`src/rtl/skew_rf_pkg.sv`:
```
// rtl/skew_rf_pkg.sv - shared types, defaults and width helper for the skewed operand register file
package skew_rf_pkg;

  localparam int DEF_DW    = 16;
  localparam int DEF_N     = 8;
  localparam int DEF_DEPTH = 8;

  typedef logic [DEF_DW-1:0] word_t;

  typedef enum logic {
    IDLE   = 1'b0,
    STREAM = 1'b1
  } state_t;

  // Bits needed for the step counter; steps run 0 .. DEPTH+N-2.
  function automatic int step_width(input int depth, input int n);
    return (depth + n - 1 > 1) ? $clog2(depth + n - 1) : 1;
  endfunction

endpackage

```
`src/rtl/skew_lane.sv`:
```
// rtl/skew_lane.sv - one lane of storage with write decode, skew offset compare and registered output
module skew_lane
  import skew_rf_pkg::*;
#(
  parameter int DW    = DEF_DW,
  parameter int DEPTH = DEF_DEPTH,
  parameter int LANE  = 0,
  parameter int SW    = 4,
  parameter int AW    = 3
) (
  input  logic          clk_i,
  input  logic          rst_n_i,
  input  logic          wr_en_i,
  input  logic [AW-1:0] wr_row_i,
  input  logic [DW-1:0] din_i,
  input  logic          load_i,
  input  logic [SW-1:0] step_i,
  output logic [DW-1:0] data_o,
  output logic          valid_o
);

  logic [DW-1:0] mem_q [DEPTH];
  logic [DW-1:0] data_q;
  logic          valid_q;
  logic [SW:0]   off;
  logic          hit;
  logic          row_ok;

  // Entry index for this lane is step minus lane number; the extra top bit is the borrow.
  assign off    = {1'b0, step_i} - (SW+1)'(LANE);
  assign hit    = load_i && !off[SW] && (off < (SW+1)'(DEPTH));
  assign row_ok = {1'b0, wr_row_i} < (AW+1)'(DEPTH);

`ifdef RF_RST_CLR_EN
  // Storage write port; reset wipes every entry.
  always_ff @(posedge clk_i) begin
    if (!rst_n_i) begin
      for (int k = 0; k < DEPTH; k++) mem_q[k] <= '0;
    end else if (wr_en_i && row_ok) begin
      mem_q[wr_row_i] <= din_i;
    end
  end
`else
  // Storage write port; contents survive reset so the array can map to LUTRAM.
  always_ff @(posedge clk_i) begin
    if (wr_en_i && row_ok) mem_q[wr_row_i] <= din_i;
  end
`endif

  // Present the entry for the current step, or a zero bubble outside this lane's window.
  always_ff @(posedge clk_i) begin
    if (!rst_n_i) begin
      data_q  <= '0;
      valid_q <= 1'b0;
    end else if (hit) begin
      data_q  <= mem_q[off[AW-1:0]];
      valid_q <= 1'b1;
    end else begin
      data_q  <= '0;
      valid_q <= 1'b0;
    end
  end

  assign data_o  = data_q;
  assign valid_o = valid_q;

endmodule

```
`src/rtl/skew_rf.sv`:
```
// rtl/skew_rf.sv - X/W operand register file streaming diagonally skewed lanes; RF_RST_CLR_EN also clears storage on reset
module skew_rf
  import skew_rf_pkg::*;
#(
  parameter int DW    = DEF_DW,
  parameter int N     = DEF_N,
  parameter int DEPTH = DEF_DEPTH,
  localparam int AW   = (DEPTH > 1) ? $clog2(DEPTH) : 1
) (
  input  logic            clk_i,
  input  logic            rst_n_i,
  input  logic            wr_en_i,
  input  logic [AW-1:0]   wr_row_i,
  input  logic [N*DW-1:0] x_din_i,
  input  logic [N*DW-1:0] w_din_i,
  input  logic            start_i,
  output logic            busy_o,
  output logic            done_o,
  output logic [N*DW-1:0] x_out_o,
  output logic [N*DW-1:0] w_out_o,
  output logic [N-1:0]    valid_o
);

  localparam int            SW   = step_width(DEPTH, N);
  localparam logic [SW-1:0] LAST = SW'(DEPTH + N - 2);

  state_t        state_q;
  logic [SW-1:0] step_q;
  logic          busy_q;
  logic          done_q;
  logic          wr_go;
  logic          load;
  logic [N-1:0]  x_valid;
  logic [N-1:0]  w_valid;

  assign wr_go = rst_n_i && wr_en_i && (state_q == IDLE);
  assign load  = (state_q == STREAM);

  // Sequencer: walk steps 0..LAST once per START, flag BUSY/DONE alongside the lane outputs.
  always_ff @(posedge clk_i) begin
    if (!rst_n_i) begin
      state_q <= IDLE;
      step_q  <= '0;
      busy_q  <= 1'b0;
      done_q  <= 1'b0;
    end else begin
      case (state_q)
        IDLE: begin
          busy_q <= 1'b0;
          done_q <= 1'b0;
          if (start_i) begin
            state_q <= STREAM;
            step_q  <= '0;
          end
        end
        STREAM: begin
          busy_q <= 1'b1;
          done_q <= (step_q == LAST);
          if (step_q == LAST) begin
            state_q <= IDLE;
            step_q  <= '0;
          end else begin
            step_q <= step_q + 1'b1;
          end
        end
        default: state_q <= IDLE;
      endcase
    end
  end

  for (genvar i = 0; i < N; i++) begin : g_lane
    skew_lane #(.DW(DW), .DEPTH(DEPTH), .LANE(i), .SW(SW), .AW(AW)) u_x (
      .clk_i   (clk_i),
      .rst_n_i (rst_n_i),
      .wr_en_i (wr_go),
      .wr_row_i(wr_row_i),
      .din_i   (x_din_i[i*DW +: DW]),
      .load_i  (load),
      .step_i  (step_q),
      .data_o  (x_out_o[i*DW +: DW]),
      .valid_o (x_valid[i])
    );
    skew_lane #(.DW(DW), .DEPTH(DEPTH), .LANE(i), .SW(SW), .AW(AW)) u_w (
      .clk_i   (clk_i),
      .rst_n_i (rst_n_i),
      .wr_en_i (wr_go),
      .wr_row_i(wr_row_i),
      .din_i   (w_din_i[i*DW +: DW]),
      .load_i  (load),
      .step_i  (step_q),
      .data_o  (w_out_o[i*DW +: DW]),
      .valid_o (w_valid[i])
    );
  end

  assign valid_o = x_valid & w_valid;
  assign busy_o  = busy_q;
  assign done_o  = done_q;

endmodule

```
`config.mk`:
```
export PLATFORM = sky130hd
export DESIGN_NAME = skew_rf
export DESIGN_NICKNAME = d
export VERILOG_FILES = /design/src/rtl/skew_rf_pkg.sv /design/src/rtl/skew_lane.sv /design/src/rtl/skew_rf.sv
export SDC_FILE = /design/constraint.sdc
export NUM_CORES = 2
export LEC_CHECK = 0
export BUFFER_PORTS_ARGS = -buffer_cell sky130_fd_sc_hd__buf_2
export CORE_UTILIZATION = 47
export CTS_CLUSTER_SIZE = 30
export DETAILED_ROUTE_END_ITERATION = 8
export HOLD_SLACK_MARGIN = 0.1
export PLACE_DENSITY_LB_ADDON = 0.3
export SLEW_MARGIN = 20
export SYNTH_ARGS = -nofsm -noshare
export SYNTH_HDL_FRONTEND = slang
export SYNTH_SLANG_ARGS = --single-unit
export TNS_END_PERCENT = 20
```
`constraint.sdc`:
```
create_clock -name clk_i -period 28.6 [get_ports clk_i]
set_clock_uncertainty 0.05 [all_clocks]
set_input_delay 5.72 -clock clk_i [delete_from_list [all_inputs] [get_ports clk_i]]
set_output_delay 5.72 -clock clk_i [all_outputs]
set_load 0.05 [all_outputs]
```
==> After elaboration in Yosys (flattened, before gate mapping) <==
Memories as Yosys holds them, arrays and structs flattened. A register that Yosys moved wholly into a read port is not among the register bits.
Cells that the tools add are included.
{ "totals": {"register_bits": 15, "latch_bits": 0, "ram_bits": 2048, "mem_bits_ro": 0, "inputBits": 263, "output_inout_bits": 266, "memories": 16} }
{ "memory_table": {"columns": ["name", "depth", "width", "rd", "rd_ports_with_merged_regs", "wr", "line", "rtl"], "rows": [
  ["g_lane[0].u_w.mem_q", 8, 16, 1, 1, 1, "skew_lane.sv:22", "logic [DW-1:0] mem_q [DEPTH];"],
  ["g_lane[0].u_x.mem_q", 8, 16, 1, 1, 1, "skew_lane.sv:22", null],
  ["g_lane[1].u_w.mem_q", 8, 16, 1, 1, 1, "skew_lane.sv:22", null],
  ["g_lane[1].u_x.mem_q", 8, 16, 1, 1, 1, "skew_lane.sv:22", null],
  ["g_lane[2].u_w.mem_q", 8, 16, 1, 1, 1, "skew_lane.sv:22", null],
  ["g_lane[2].u_x.mem_q", 8, 16, 1, 1, 1, "skew_lane.sv:22", null],
  ["10 more memories", null, null, null, null, null, null, null]
]} }
{ "classes": {"n_addsub": 8, "n_mul": 0, "n_div": 0, "n_lt_le_gt_ge": 8, "n_eq_ne": 2, "shifts": 0, "muxes": 18, "n_bitwise": 2, "reduce_logical": 48} }
{ "ops": {"columns": ["cell", "n"], "rows": [
  ["5-bit by 4-bit < comparator with 1-bit output (second input constant)", 7],
  ["1-bit zero test", 23],
  ["4-bit by 3-bit subtractor with 5-bit output (second input constant)", 4],
  ["1-bit logical AND", 17],
  ["2-bit AND reduction", 8],
  ["1-bit 2-to-1 mux", 12],
  ["4-bit by 2-bit subtractor with 5-bit output (second input constant)", 2],
  ["8-bit AND", 1],
  ["4-bit 2-to-1 mux", 2],
  ["4-bit case mux with 2 select lines", 1],
  ["1-bit case mux with 2 select lines", 3],
  ["4-bit by 1-bit subtractor with 5-bit output (second input constant)", 1],
  ["4-bit by 1-bit adder with 4-bit output (second input constant)", 1],
  ["4-bit == test (second input constant)", 1],
  ["4-bit < comparator (second input constant)", 1],
  ["2-bit inequality test (second input constant)", 1],
  ["1-bit inverter", 1]
]} }

==> Depth between registers and ports, before layout <==
{ "depth": {"ltp_word": 6, "depth_mapped": 12} }

==> Modules after synthesis <==
A second synthesis with hierarchy kept.
{ "unflattened": {"hier_cells": 4672, "hier_area_um2": 88269.7} }
{ "modules_own_cells": {"columns": ["module", "n_inst", "cells_per_inst", "area_per_inst_um2", "seq_area_each_um2"], "rows": [
  ["skew_lane at g_lane[1].u_w ...", 2, 296, 5562.8, 4184.0],
  ["skew_lane at g_lane[3].u_w ...", 2, 300, 5561.6, 4184.0],
  ["skew_lane at g_lane[5].u_w ...", 2, 298, 5557.8, 4184.0],
  ["skew_lane at g_lane[7].u_w ...", 2, 296, 5546.6, 4184.0],
  ["skew_lane at g_lane[2].u_w ...", 2, 298, 5504.0, 4184.0],
  ["skew_lane at g_lane[0].u_w ...", 2, 308, 5480.3, 4184.0],
  ["skew_lane at g_lane[6].u_w ...", 2, 294, 5435.2, 4184.0],
  ["skew_lane at g_lane[4].u_w ...", 2, 223, 5298.8, 4184.0],
  ["skew_rf", 1, 46, 375.4, 140.1]
]} }

==> Worst setup path before layout <==
No wires, ideal clock.
{ "synth_timing": {"path_type": "input -> register", "from": "input port rst_n_i", "to": "memory g_lane[0].u_w.mem_q[0][0] (netlist name) (enable)", "setup_ns": 1.190, "arrival_time_ns": 23.360, "setup_slack_ns": 4.000, "stages": 3, "n_path_buf": 0, "cell_sequence": "nand2_1 -> or3_1 -> nor3_1"} }
{ "synth_between": {"elab_chain_cells": 4} }
{ "synth_lines": {"columns": ["element", "line", "rtl"], "rows": [
  ["from (decl)", "skew_rf.sv:11", "input logic rst_n_i,"],
  ["1-bit logical AND (2 in series)", "skew_rf.sv:36", "assign wr_go = rst_n_i && wr_en_i && (state_q == IDLE);"],
  ["1-bit 2-to-1 mux", "skew_lane.sv:46", "if (wr_en_i && row_ok) mem_q[wr_row_i] <= din_i;"],
  ["1-bit 2-to-1 mux (implied by the code)", "skew_lane.sv:46", null],
  ["to (decl)", "skew_lane.sv:22", null]
]} }
No other way between the ends.

==> Worst setup path after layout <==
{ "layout_timing": {"from": "input port rst_n_i", "to": "memory g_lane[4].u_x.mem_q[6][13] (netlist name) (enable)"} }
{ "layout_between": {"elab_chain_cells": 4} }
{ "layout_lines": {"columns": ["element", "line"], "rows": [
  ["1-bit logical AND (2 in series)", "skew_rf.sv:36"],
  ["1-bit 2-to-1 mux", "skew_lane.sv:46"],
  ["1-bit 2-to-1 mux (implied by the code)", "skew_lane.sv:46"],
  ["to (decl)", "skew_lane.sv:22"]
]} }
No other way between the ends.

==> results.md <==
* Post-synth net total at 4785
* Peak supply drop at 0.0561 mV
* Ys flop type: edfxtp_1
* Unrepaired setup endpoints after global routing: no
* CTS Buf Count at 222
* Die area at 183000 um^2
* Worst skew pair latency at 0.88 ns
* Yosys warnings at 0
* Element type at the critical path end: register
* CTS root buf: clkbuf_16
* Layout cell share with drive strength beyond 1 at 26.1%
* Area delta synth->final at 14.8%
* Routed Antenna Nets at 0
* Final nets at 5348
* Clock Pin Slew Worst Setup and Hold Paths at 0.06 ns
* Status: finished, final reports clean
* Slew at the pin with the worst max-slew slack at 1.14 ns
* Core area at 179000 um^2
* Synthesis-stage register bit count at 2319
* IO Port Bufs at 528
* Worst EP required at 29.02 ns
* Distinct cells, synth at 45
* DRC at 0
* Starting Density at 47.5%
* Setup repair bufs after CTS at 0
* CP startpoint kind: input pin
* Post-synth EDFFs at 2048
* Max Freq at 0.115 GHz
* Hold_buf cts at 0
* Maximum fanout along the worst path at 112
* # rows at 155
* Maximum clock path buffer count at 3
* Sequential share of the synthesized area at 78.5%
* Vias in the first global route at 43100
* Final min period at 8.72 ns
* Min-delay worst type: register to register
* CTS tree: yes
* Die Ht at 428 um
* Synthesized instance count at 4510
* Htree depth at 4
* CP Class: input pin to register
* Starting DRT DRC Count at 2939
* Drt total wl at 192000 um
* Most common cell after layout, fill and taps aside: edfxtp_1
* Clock sink total at 2319
* Global-route wire length before repair at 282000 um
* Hold slack final at 0.551 ns
* RePlAce Congestion at 0.765
* Vias at 42800
* Largest net degree at the start of global routing at 182
* Drt pass-1 iters at 5
* Post-synth ARST share at 0%
* Chip Width at 428 um
* Congestion Overflow GR at 0
* Max Slew Vio Count at 0
* Drt wl/cell at 25.1 um
* I/O pin cnt at 529
* Synth Area per Inst at 18.9 um^2
* Cell Area, Synth at 85300 um^2
* Max Cap Viol at 0
* Lkg Pwr at 31.9 nW
* Post-CTS sizing at 0
* Total global-route track usage at 20.6%
* Leading cell types in the layout, fill and taps excluded: edfxtp_1, mux2i_1, buf_2
* CP arrival at 9.14 ns
* Final hold violation count at 0
* Initial antenna violation count at 74
* TNS Setup at 0 ns
* Vias per std cell at 5.60
* Fin crit share at 30.5%
* Post-detail-place hpwl at 103000 um
* Cell area power density at 70.9 nW/um^2
* Final setup viols at 0
* Slew headroom at 23.9%
## final timing paths
check | start | endpoint | cells past startpoint | slack (ns)
min | g_lane[0].u_w.mem_q[5][6] | g_lane[0].u_w.data_o[6] | 2 | 0.55
min reg2reg | g_lane[0].u_w.mem_q[5][6] | g_lane[0].u_w.data_o[6] | 2 | 0.55
max | rst_n_i | g_lane[4].u_x.mem_q[6][13] | 7 | 19.88
max reg2reg | step_q[0] | g_lane[5].u_x.data_o[10] | 7 | 23.36
## cells by family (layout without fill, tap and decap cells)
kind of cell,count (synthesis),count (layout),synth area share [%]
compound gates,692,692,6.63
xor+xnor,5,5,0.0690
fa+ha+maj,12,12,0.176
buf+inv,276,1037,1.61
flops,2319,2319,78.5
mux,896,896,11.0
other cells,0,23,0
simple gates,310,310,2.05
## metal layers
| metal | track usage (%) | part of all wire (%) | wire length (um) |
|---|---|---|---|
| met4 | 6.24 | 2.6 | 4970 |
| met1 | 26.0 | 41 | 78600 |
| met2 | 35.5 | 51 | 98000 |
| met3 | 4.42 | 5.3 | 10200 |
| met5 | 0 | 0.23 | 446 |
## layout make-up
type	count	area (um^2)
clock buffer	337	6430
tap	2355	2950
timing repair buffer	604	3310
clock inverter	85	1020
antenna	23	57.6
sequential	2319	66900
multi-input combinational	1915	17200
fill	13700	81500
inverter	11	41.3
## critical path: stages
cell and delay (ns):
buf_2 0.20, nand2_1 0.11, or3_1 0.48, nor2_4 0.16, buf_4 0.66, buf_12 0.70, buf_4 0.90
## metrics by stage
stage	area [um^2]	cells	power, mW	setup slack, ns	util [%]
CTS	97900	7626	7.01	19.87	54.6
global route	97900	7633	7.15	19.77	54.6
finish	97900	7649	6.95	19.88	54.6
floorplan	85300	4510	3.98	4.00	-
detailed placement	90400	7204	4.08	18.94	50.4
global placement	90400	7203	4.07	18.92	50.4
## report_power, final
group          switching (mW)  internal (mW)  total [mW]
clock network            1.24           1.70        2.94
registers             0.00865           3.71        3.72
logic                   0.188         0.0959       0.284
## sequential cells by signal, indices dropped and copies added (netlist names)
signal              count
g_lane.u_w.mem_q     1024
g_lane.u_x.mem_q     1024
g_lane.u_w.data_o     128
g_lane.u_x.data_o     128
g_lane.u_w.valid_o      4
g_lane.u_x.valid_o      4
step_q                  4
busy_o                  1
done_o                  1
load                    1
## Yosys cell counts (45+ instances only)
library cell / number / area share, %
dfxtp_1: 271 / 6.4
and3_1: 65 / 0.48
mux2i_1: 576 / 6.8
a22o_1: 64 / 0.66
o21ai_0: 68 / 0.40
a22oi_1: 129 / 1.1
a2111oi_2: 83 / 1.5
a211oi_1: 161 / 1.4
clkbuf_1: 87 / 0.38
nor2b_1: 132 / 0.97
edfxtp_1: 2048 / 72
buf_2: 120 / 0.70
mux2_2: 320 / 4.2
nand2_1: 45 / 0.20
o22ai_1: 128 / 0.94
No activity file was read; power rests on OpenSTA's default activity.
